<file path="src/rtl/fetch_unit.sv">
// rtl/fetch_unit.sv - instruction fetch stage: fetch PC, imem credit, in-flight PC FIFO, fetch queue; optional FETCH_BYPASS_EN
module fetch_unit #(
    parameter int                ADDR_W    = 32,
    parameter logic [ADDR_W-1:0] RESET_PC  = '0,
    parameter int                FQ_DEPTH  = 4,
    parameter int                MAX_OUTST = 2
) (
    input  logic              clk,
    input  logic              rst,
    output logic              imem_req_valid,
    input  logic              imem_req_ready,
    output logic [ADDR_W-1:0] imem_req_addr,
    input  logic              imem_rsp_valid,
    input  logic [31:0]       imem_rsp_data,
    input  logic              redirect_valid,
    input  logic [ADDR_W-1:0] redirect_pc,
    output logic              id_valid,
    input  logic              id_ready,
    output logic [31:0]       id_inst,
    output logic [ADDR_W-1:0] id_pc,
    output logic [ADDR_W-1:0] id_pc4
);

    localparam int QAW = (FQ_DEPTH > 1) ? $clog2(FQ_DEPTH) : 1;
    localparam int PAW = (MAX_OUTST > 1) ? $clog2(MAX_OUTST) : 1;
    localparam int CW  = $clog2(FQ_DEPTH) + 2;

    localparam logic [CW-1:0]     FQ_DEPTH_C  = CW'(FQ_DEPTH);
    localparam logic [CW-1:0]     MAX_OUTST_C = CW'(MAX_OUTST);
    localparam logic [PAW-1:0]    PF_LAST     = PAW'(MAX_OUTST - 1);
    localparam logic [ADDR_W-1:0] WORD_MASK   = ~ADDR_W'(3);

    logic [ADDR_W-1:0] fetch_pc_q, fetch_pc_d;
    logic [CW-1:0]     outst_q, outst_d;
    logic [CW-1:0]     drop_q, drop_d;
    logic [CW-1:0]     fq_cnt_q, fq_cnt_d;
    logic [QAW-1:0]    fq_head_q, fq_head_d;
    logic [QAW-1:0]    fq_tail_q, fq_tail_d;
    logic [PAW-1:0]    pf_head_q, pf_head_d;
    logic [PAW-1:0]    pf_tail_q, pf_tail_d;

    logic [31:0]       fq_inst_mem [FQ_DEPTH];
    logic [ADDR_W-1:0] fq_pc_mem   [FQ_DEPTH];
    logic [ADDR_W-1:0] pf_pc_mem   [MAX_OUTST];

    logic              issue;
    logic              rsp_keep;
    logic              bypass;
    logic              fq_empty;
    logic              fq_push;
    logic              fq_pop;
    logic [ADDR_W-1:0] rsp_pc;

    // Request credit, response classification, queue push/pop decisions and decode-side outputs.
    always_comb begin
        fq_empty       = (fq_cnt_q == '0);
        imem_req_valid = !rst && !redirect_valid && (outst_q < MAX_OUTST_C)
                         && ((outst_q + fq_cnt_q) < FQ_DEPTH_C);
        imem_req_addr  = fetch_pc_q & WORD_MASK;
        issue          = imem_req_valid && imem_req_ready;
        rsp_pc         = pf_pc_mem[pf_head_q];
        // A response is stale if it belongs to a request made before a redirect.
        rsp_keep       = imem_rsp_valid && !redirect_valid && (drop_q == '0);
`ifdef FETCH_BYPASS_EN
        bypass         = !rst && fq_empty && rsp_keep;
`else
        bypass         = 1'b0;
`endif
        fq_push        = rsp_keep && !(bypass && id_ready);
        fq_pop         = !fq_empty && id_ready && !redirect_valid;

        id_valid = !fq_empty || bypass;
        id_inst  = '0;
        id_pc    = '0;
        id_pc4   = '0;
        if (!fq_empty) begin
            id_inst = fq_inst_mem[fq_head_q];
            id_pc   = fq_pc_mem[fq_head_q];
        end else if (bypass) begin
            id_inst = imem_rsp_data;
            id_pc   = rsp_pc;
        end
        if (id_valid) begin
            id_pc4 = id_pc + ADDR_W'(4);
        end
    end

    // Next-state for fetch PC, outstanding/drop counters, queue and in-flight PC FIFO pointers.
    always_comb begin
        fetch_pc_d = fetch_pc_q;
        outst_d    = outst_q + CW'(issue) - CW'(imem_rsp_valid);
        drop_d     = drop_q;
        fq_head_d  = fq_head_q;
        fq_tail_d  = fq_tail_q;
        fq_cnt_d   = fq_cnt_q;
        pf_head_d  = pf_head_q;
        pf_tail_d  = pf_tail_q;

        // The in-flight PC FIFO tracks every request, stale or not, so it pops on every response.
        if (issue) begin
            fetch_pc_d = fetch_pc_q + ADDR_W'(4);
            pf_tail_d  = (pf_tail_q == PF_LAST) ? '0 : pf_tail_q + PAW'(1);
        end
        if (imem_rsp_valid) begin
            pf_head_d = (pf_head_q == PF_LAST) ? '0 : pf_head_q + PAW'(1);
        end

        if (redirect_valid) begin
            // Everything still in flight after this cycle is stale; a response arriving now is discarded too.
            fetch_pc_d = redirect_pc & WORD_MASK;
            drop_d     = outst_q - CW'(imem_rsp_valid);
            fq_head_d  = '0;
            fq_tail_d  = '0;
            fq_cnt_d   = '0;
        end else begin
            if (imem_rsp_valid && (drop_q != '0)) begin
                drop_d = drop_q - CW'(1);
            end
            if (fq_push) begin
                fq_tail_d = fq_tail_q + QAW'(1);
            end
            if (fq_pop) begin
                fq_head_d = fq_head_q + QAW'(1);
            end
            fq_cnt_d = fq_cnt_q + CW'(fq_push) - CW'(fq_pop);
        end
    end

    // Control state; reset returns the stage to empty and idle at RESET_PC.
    always_ff @(posedge clk or posedge rst) begin
        if (rst) begin
            fetch_pc_q <= RESET_PC & WORD_MASK;
            outst_q    <= '0;
            drop_q     <= '0;
            fq_cnt_q   <= '0;
            fq_head_q  <= '0;
            fq_tail_q  <= '0;
            pf_head_q  <= '0;
            pf_tail_q  <= '0;
        end else begin
            fetch_pc_q <= fetch_pc_d;
            outst_q    <= outst_d;
            drop_q     <= drop_d;
            fq_cnt_q   <= fq_cnt_d;
            fq_head_q  <= fq_head_d;
            fq_tail_q  <= fq_tail_d;
            pf_head_q  <= pf_head_d;
            pf_tail_q  <= pf_tail_d;
        end
    end

    // Queue and in-flight PC storage; contents only matter behind the valid pointers.
    always_ff @(posedge clk) begin
        if (issue) begin
            pf_pc_mem[pf_tail_q] <= fetch_pc_q;
        end
        if (fq_push) begin
            fq_inst_mem[fq_tail_q] <= imem_rsp_data;
            fq_pc_mem[fq_tail_q]   <= rsp_pc;
        end
    end

endmodule
</file>
<file path="config.mk">
export PLATFORM = sky130hd
export DESIGN_NAME = fetch_unit
export DESIGN_NICKNAME = d
export VERILOG_FILES = /design/src/rtl/fetch_unit.sv
export SDC_FILE = /design/constraint.sdc
export NUM_CORES = 1
export LEC_CHECK = 0
export ABC_AREA = 1
export BUFFER_PORTS_ARGS = -buffer_cell sky130_fd_sc_hd__clkbuf_2
export CORE_MARGIN = 2
export CORE_UTILIZATION = 50
export CTS_BUF_LIST = sky130_fd_sc_hd__clkbuf_16
export DETAILED_ROUTE_END_ITERATION = 8
export PLACE_DENSITY = 0.73
export SYNTH_ARGS = -nofsm -noshare
export SYNTH_HDL_FRONTEND = slang
export SYNTH_SLANG_ARGS = --single-unit
</file>
<file path="constraint.sdc">
create_clock -name clk -period 11.11 [get_ports clk]
set_clock_uncertainty 0.1 [all_clocks]
set_input_delay 0 -clock clk [delete_from_list [all_inputs] [get_ports clk]]
set_output_delay 0 -clock clk [all_outputs]
set_load 0.01 [all_outputs]
</file>
After elaboration in Yosys (flattened, before gate mapping)

Memories as Yosys holds them, arrays and structs flattened.
Cells that the tools add are included.

Div/mod/pow operators: 0
Mux-type cells: 18
Eq/ne operators: 0
Bitwise operators: 0
$lt $le $gt $ge: 2
Multipliers: 0
Reductions and logical operators: 19
$add $sub $neg: 13
Shifts and indexed selects: 0

Operators by type and width:

| operator              | count |
|---|---|
| $mux 32               | 5 |
| $add 32x3->32 const B | 2 |
| $mux 4                | 3 |
| $sub 4x1->4           | 3 |
| $logic_and 1x1->1     | 9 |
| $add 4x1->4           | 2 |
| $logic_not 4->1       | 2 |
| $mux 2                | 4 |
| $reduce_bool 2->1     | 4 |
| $mux 1                | 6 |
| $add 2x1->2 const B   | 2 |
| $add 4x4->4           | 1 |
| $lt 4x2->1 const B    | 1 |
| $lt 4x3->1 const B    | 1 |
| $reduce_bool 4->1     | 1 |
| $sub 4x1->4 const B   | 1 |
| $logic_not 1->1       | 3 |
| $add 1x1->1 const B   | 2 |

Latch bits: 0
Memories: 3
Memory bits (writable): 320
Logic and storage cells: 63
Register bits: 50
Output and inout bits: 130
Bits of input ports: 70
ROM bits: 0

Memory list:

| memory      | depth | width | read ports | clocked after memory_dff | write ports | RTL line | RTL |
|---|---|---|---|---|---|---|---|
| fq_inst_mem | 4     | 32    | 1          | 0                        | 1           | 42       | `logic [31:0] fq_inst_mem [FQ_DEPTH];` |
| fq_pc_mem   | 4     | 32    | 1          | 0                        | 1           | 43       | `logic [ADDR_W-1:0] fq_pc_mem [FQ_DEPTH];` |
| pf_pc_mem   | 2     | 32    | 1          | 0                        | 1           | 44       | `logic [ADDR_W-1:0] pf_pc_mem [MAX_OUTST];` |

Depth between registers and ports, before layout

Depth in word-level cells: 7
Depth in mapped cells: 15
Gate-level depth less buffers: 13

Worst setup path before layout

Ideal clock, no wire load.

Path type: register to register
Start: register drop_q[0]
End: memory fq_inst_mem[0][0], enable pin
Setup slack: 6.987 ns
Library setup time: 0.483 ns
Required time: 10.527 ns
Clock period less this slack: 4.123 ns
Path buffers: 0
Stages on the path, launching flop included: 5
Arrival: 3.540 ns
Path through: dfrtp_1 inv_1 ha_1 nand4_1 nor2_1

Longest elaborated chain between the ends: 4

RTL lines:

| element                      | RTL line | RTL |
|---|---|---|
| start, declared              | 35       | `logic [CW-1:0] drop_q, drop_d;` |
| start signal, assigned       | 143      | `drop_q <= drop_d;` |
| $logic_not 4->1              | 63       | `rsp_keep = imem_rsp_valid && !redirect_valid && (drop_q == '0);` |
| $logic_and 1x1->1            | 63       |  |
| $mux 1                       | 157      | `if (fq_push) begin` |
| $mux 1 (not written as such) | 158      | `fq_inst_mem[fq_tail_q] <= imem_rsp_data;` |
| end, declared                | 42       |  |

No other way between the ends.

Final worst setup path

Start: register fq_head_q[0]
End: output id_pc4[18]

Longest elaborated chain between the ends: 4

RTL lines:

| element                | RTL line | RTL |
|---|---|---|
| start, declared        | 37       | `logic [QAW-1:0] fq_head_q, fq_head_d;` |
| start signal, assigned | 145      | `fq_head_q <= fq_head_d;` |
| $mem_v2 4x32           | n/a      |  |
| $mux 32                | 76       | `if (!fq_empty) begin` |
| $add 32x3->32          | 84       | `id_pc4 = id_pc + ADDR_W'(4);` |
| $mux 32                | 83       | `if (id_valid) begin` |
| end, declared          | 21       | `output logic [ADDR_W-1:0] id_pc4` |

No other way between the ends.

==> flow_metrics.tcl <==
set metrics [dict create \
    finalCritPeriodShare_pct 39.26 \
    intPower_mw 2.759 \
    syn_avg_cell_area_um2 10.20 \
    yosysWarningCount 0 \
    place.gp.congestion 0.8938 \
    timing.fmax_mhz 229.2 \
    critPathArrivalTime_ps 4260 \
    cpMostUsedCell "nand3_1" \
    ys_seq_area_share_pct 63.34 \
    outcome "completed" \
    final_cells 2348 \
    overflow 0 \
    syn_inst 1617 \
    r2r-end "fetch_pc_q[15]$_DFFE_PP0N_" \
    final_common_cell "nand2_1" \
    grt_pass1_wl_um 62450 \
    dieArea_um2 34460 \
    path_max_fanout 107 \
    switching_power_mw 1.525 \
    timing_worst_setup_path_type "flop to output port" \
    switching_share_pct 35.59 \
    insertion_delay_ps 520 \
    critPathTopFamily "buffers and inverters" \
    crit_start "fq_head_q[0]$_DFFE_PP0P_" \
    final_core_util_pct 60.90 \
    synth-edff-count 308 \
    detail-route-antenna-nets 0 \
    reg2reg_from "fq_cnt_q[1]$_DFF_PP0_" \
    initial_core_util_pct 50.70 \
    vias 12326 \
    max_stage_delay_ps 800 \
    ys_seq_elements 356 \
    antenna_cells 0 \
    dpl.hpwl_um 24250 \
    cp-start-kind "flop" \
    slew_violations 0 \
    cts_buffer_depth 3 \
    synth_area_um2 16500 \
    dr.pass1.iters 7 \
    die_w_um 185.6 \
    path_buf_inv 5 \
    clockPowerShare_pct 28.7 \
    drv_cap 0 \
    irDropWorstVdd_mv 0.1090 \
    clk_pin_slew_ps 60 \
    cp-end-kind "output port" \
    crit_path_cell_trace "inv_2 > buf_4 > nand2_1 > nand3_1 > nand3_1 > inv_1 > ha_1 > nand3_1 > nor2_1 > nand2_1 > o21ai_1 > inv_1 > clkbuf_2" \
    post_cts_buffers 0 \
    io_buffers 191 \
    pre_cts_slack_ps 7185 \
    antenna_found_initial 0 \
    n_fill_cell 2631 \
    vias_per_cell 5.250 \
    r2r_setup_slack_ps 7700 \
    fin_nets 1972 \
    period_minus_slack_ps 4362 \
    grt_use_met3_pct 4.011 \
    pwr-share-comb_pct 33.5 \
    io_pins 200 \
    cts_tree "built" \
    grt.total_usage_pct 23.18 \
    dp.cells 2197 \
    power.density_nw_per_um2 216.2 \
    relSlewSlack_pct 19.28 \
    grt_pass1_vias 12083 \
    p_leak_nw 8.127 \
    use_met1_pct 30.96 \
    required_ps 11010 \
    area_growth_pct 20.11 \
    num_rows 66 \
    worst_path_max_delay_cell "buf_4" \
    hold_class "input port to asynchronous set/reset pin" \
    tightest_slew_ps 1211 \
    rsz0062_at_grt "false" \
    seqPwrFrac_pct 37.8 \
    tns_ps 0 \
    grt_max_degree 108 \
    cts_root_buf "clkbuf_16" \
    power_mw 4.284 \
    most-common-layout-cells "391 x nand2_1, 308 x edfxtp_1, 238 x nor2_1, 191 x clkbuf_2, 135 x nand3_1" \
    yosys_most_used_dff "edfxtp_1" \
    finalHoldViolCount 0 \
    dieHeight_um 185.6 \
    finalSetupViolCount 0 \
    cts_buffers 38 \
    setup_ws_ps 6748 \
    drive_gt1_share_pct 16.89 \
    grt-busiest-layer "met2" \
    grt_use_met2_pct 38.85 \
    drt-wirelength-per-cell_um 17.03 \
    drcViolationCount 0 \
    drt_iter0_markers 834 \
    rr_worst_depth 10 \
    h-tree-depth 2 \
    cts_sinks 356 \
    yosysUniqueCellTypes 34 \
    async_reset_ff_share_pct 13.48 \
    routed_wl_um 39980 \
    core-area_um2 32540 \
]
[sequential cells by signal (all words and copies together) (netlist names)]
name,flops
drop_q,4
fq_inst_mem,128
pf_tail_q,1
fq_pc_mem,120
pf_head_q,1
fq_tail_q,2
fq_head_q,2
fetch_pc_q,30
fq_cnt_q,4
pf_pc_mem,60
outst_q,4
[how the worst max path moves through the flow]
stage / slack, ps / endpoint / cells after the start
after floorplan: 6990 / fq_inst_mem[0][0]$_DFFE_PP_ / 4
after global placement: 7220 / id_pc4[18] / 13
after detailed placement: 7180 / id_pc4[18] / 13
after CTS: 6640 / id_pc4[18] / 13
after global routing: 6200 / id_pc4[18] / 13
final: 6750 / id_pc4[18] / 13
[per-stage QoR]
step,hold WS (ps),instance area [µm²]
detailed placement,96.80,17770
finish,81.98,19820
CTS,100.0,19820
global route,131.4,19820
global placement,94.28,17770
floorplan,-12.87,16520
[synth_stat cells (20+ instances only)]
| library cell | count | area [µm²] |
|---|---|---|
| mux2_2 | 30 | 337.8 |
| o21ai_0 | 95 | 475.5 |
| xor2_1 | 31 | 271.5 |
| buf_2 | 20 | 100.1 |
| dfrtp_1 | 48 | 1201 |
| edfxtp_1 | 308 | 9249 |
| ha_1 | 23 | 287.8 |
| a21oi_1 | 42 | 210.2 |
| inv_1 | 111 | 416.7 |
| nor2_1 | 244 | 915.9 |
| clkbuf_1 | 25 | 93.84 |
| nand2_1 | 391 | 1468 |
| nand3_1 | 135 | 675.7 |
[metal layers]
metal  part of all wire, %  vias to the layer above
li1                      -                     5949
met1                    42                     5839
met2                    48                      471
met3                   7.6                       67
met4                   2.3                        0
met5                     0                        -
[cell families after synthesis]
logic type      after synthesis  synth area share [%]
buf+inv                     193                 5.226
mux                          30                 2.048
simple gates                822                 20.51
compound gates              144                 4.422
flops                       356                 63.34
fa+ha+maj                    25                 1.987
other cells                   1               0.02273
xor+xnor                     46                 2.442
[final cells by class]
class	count	area (µm²)	share of cell area, %
clock buffers	39	975.9	4.925
inverters	119	446.7	2.254
clock inverters	30	249.0	1.257
repair buffers	289	1897	9.573
multi-input cells	1073	5239	26.44
flip-flops and latches	356	10460	52.76
well taps	442	553.0	2.791
[power groups by stage]
| stage | Clock, mW | Sequential, mW | Combinational (mW) |
|---|---|---|---|
| 4_1_cts | 1.25 | 1.62 | 1.43 |
| 5_1_grt | 1.30 | 1.63 | 1.59 |
| 6_report | 1.23 | 1.62 | 1.44 |
| 2_1_floorplan | 0 | 1.63 | 0.927 |
| 3_5_place_dp | 0 | 1.65 | 1.40 |
| 3_3_place_gp | 0 | 1.64 | 1.36 |
[tightest hold or removal path: stages]
cell	delay [ps]
dlygate4sd3_1	530
clkbuf_2	110
inv_2	30
buf_4	510
[repair_timing]
item / in CTS / in global routing
endpoints found under the hold margin: 217 / 0
hold buffers: 82 / 0
endpoints found under the setup margin: 0 / 0
gates resized for setup: 0 / 0
Note: power is estimated with default switching activity, not from simulation.
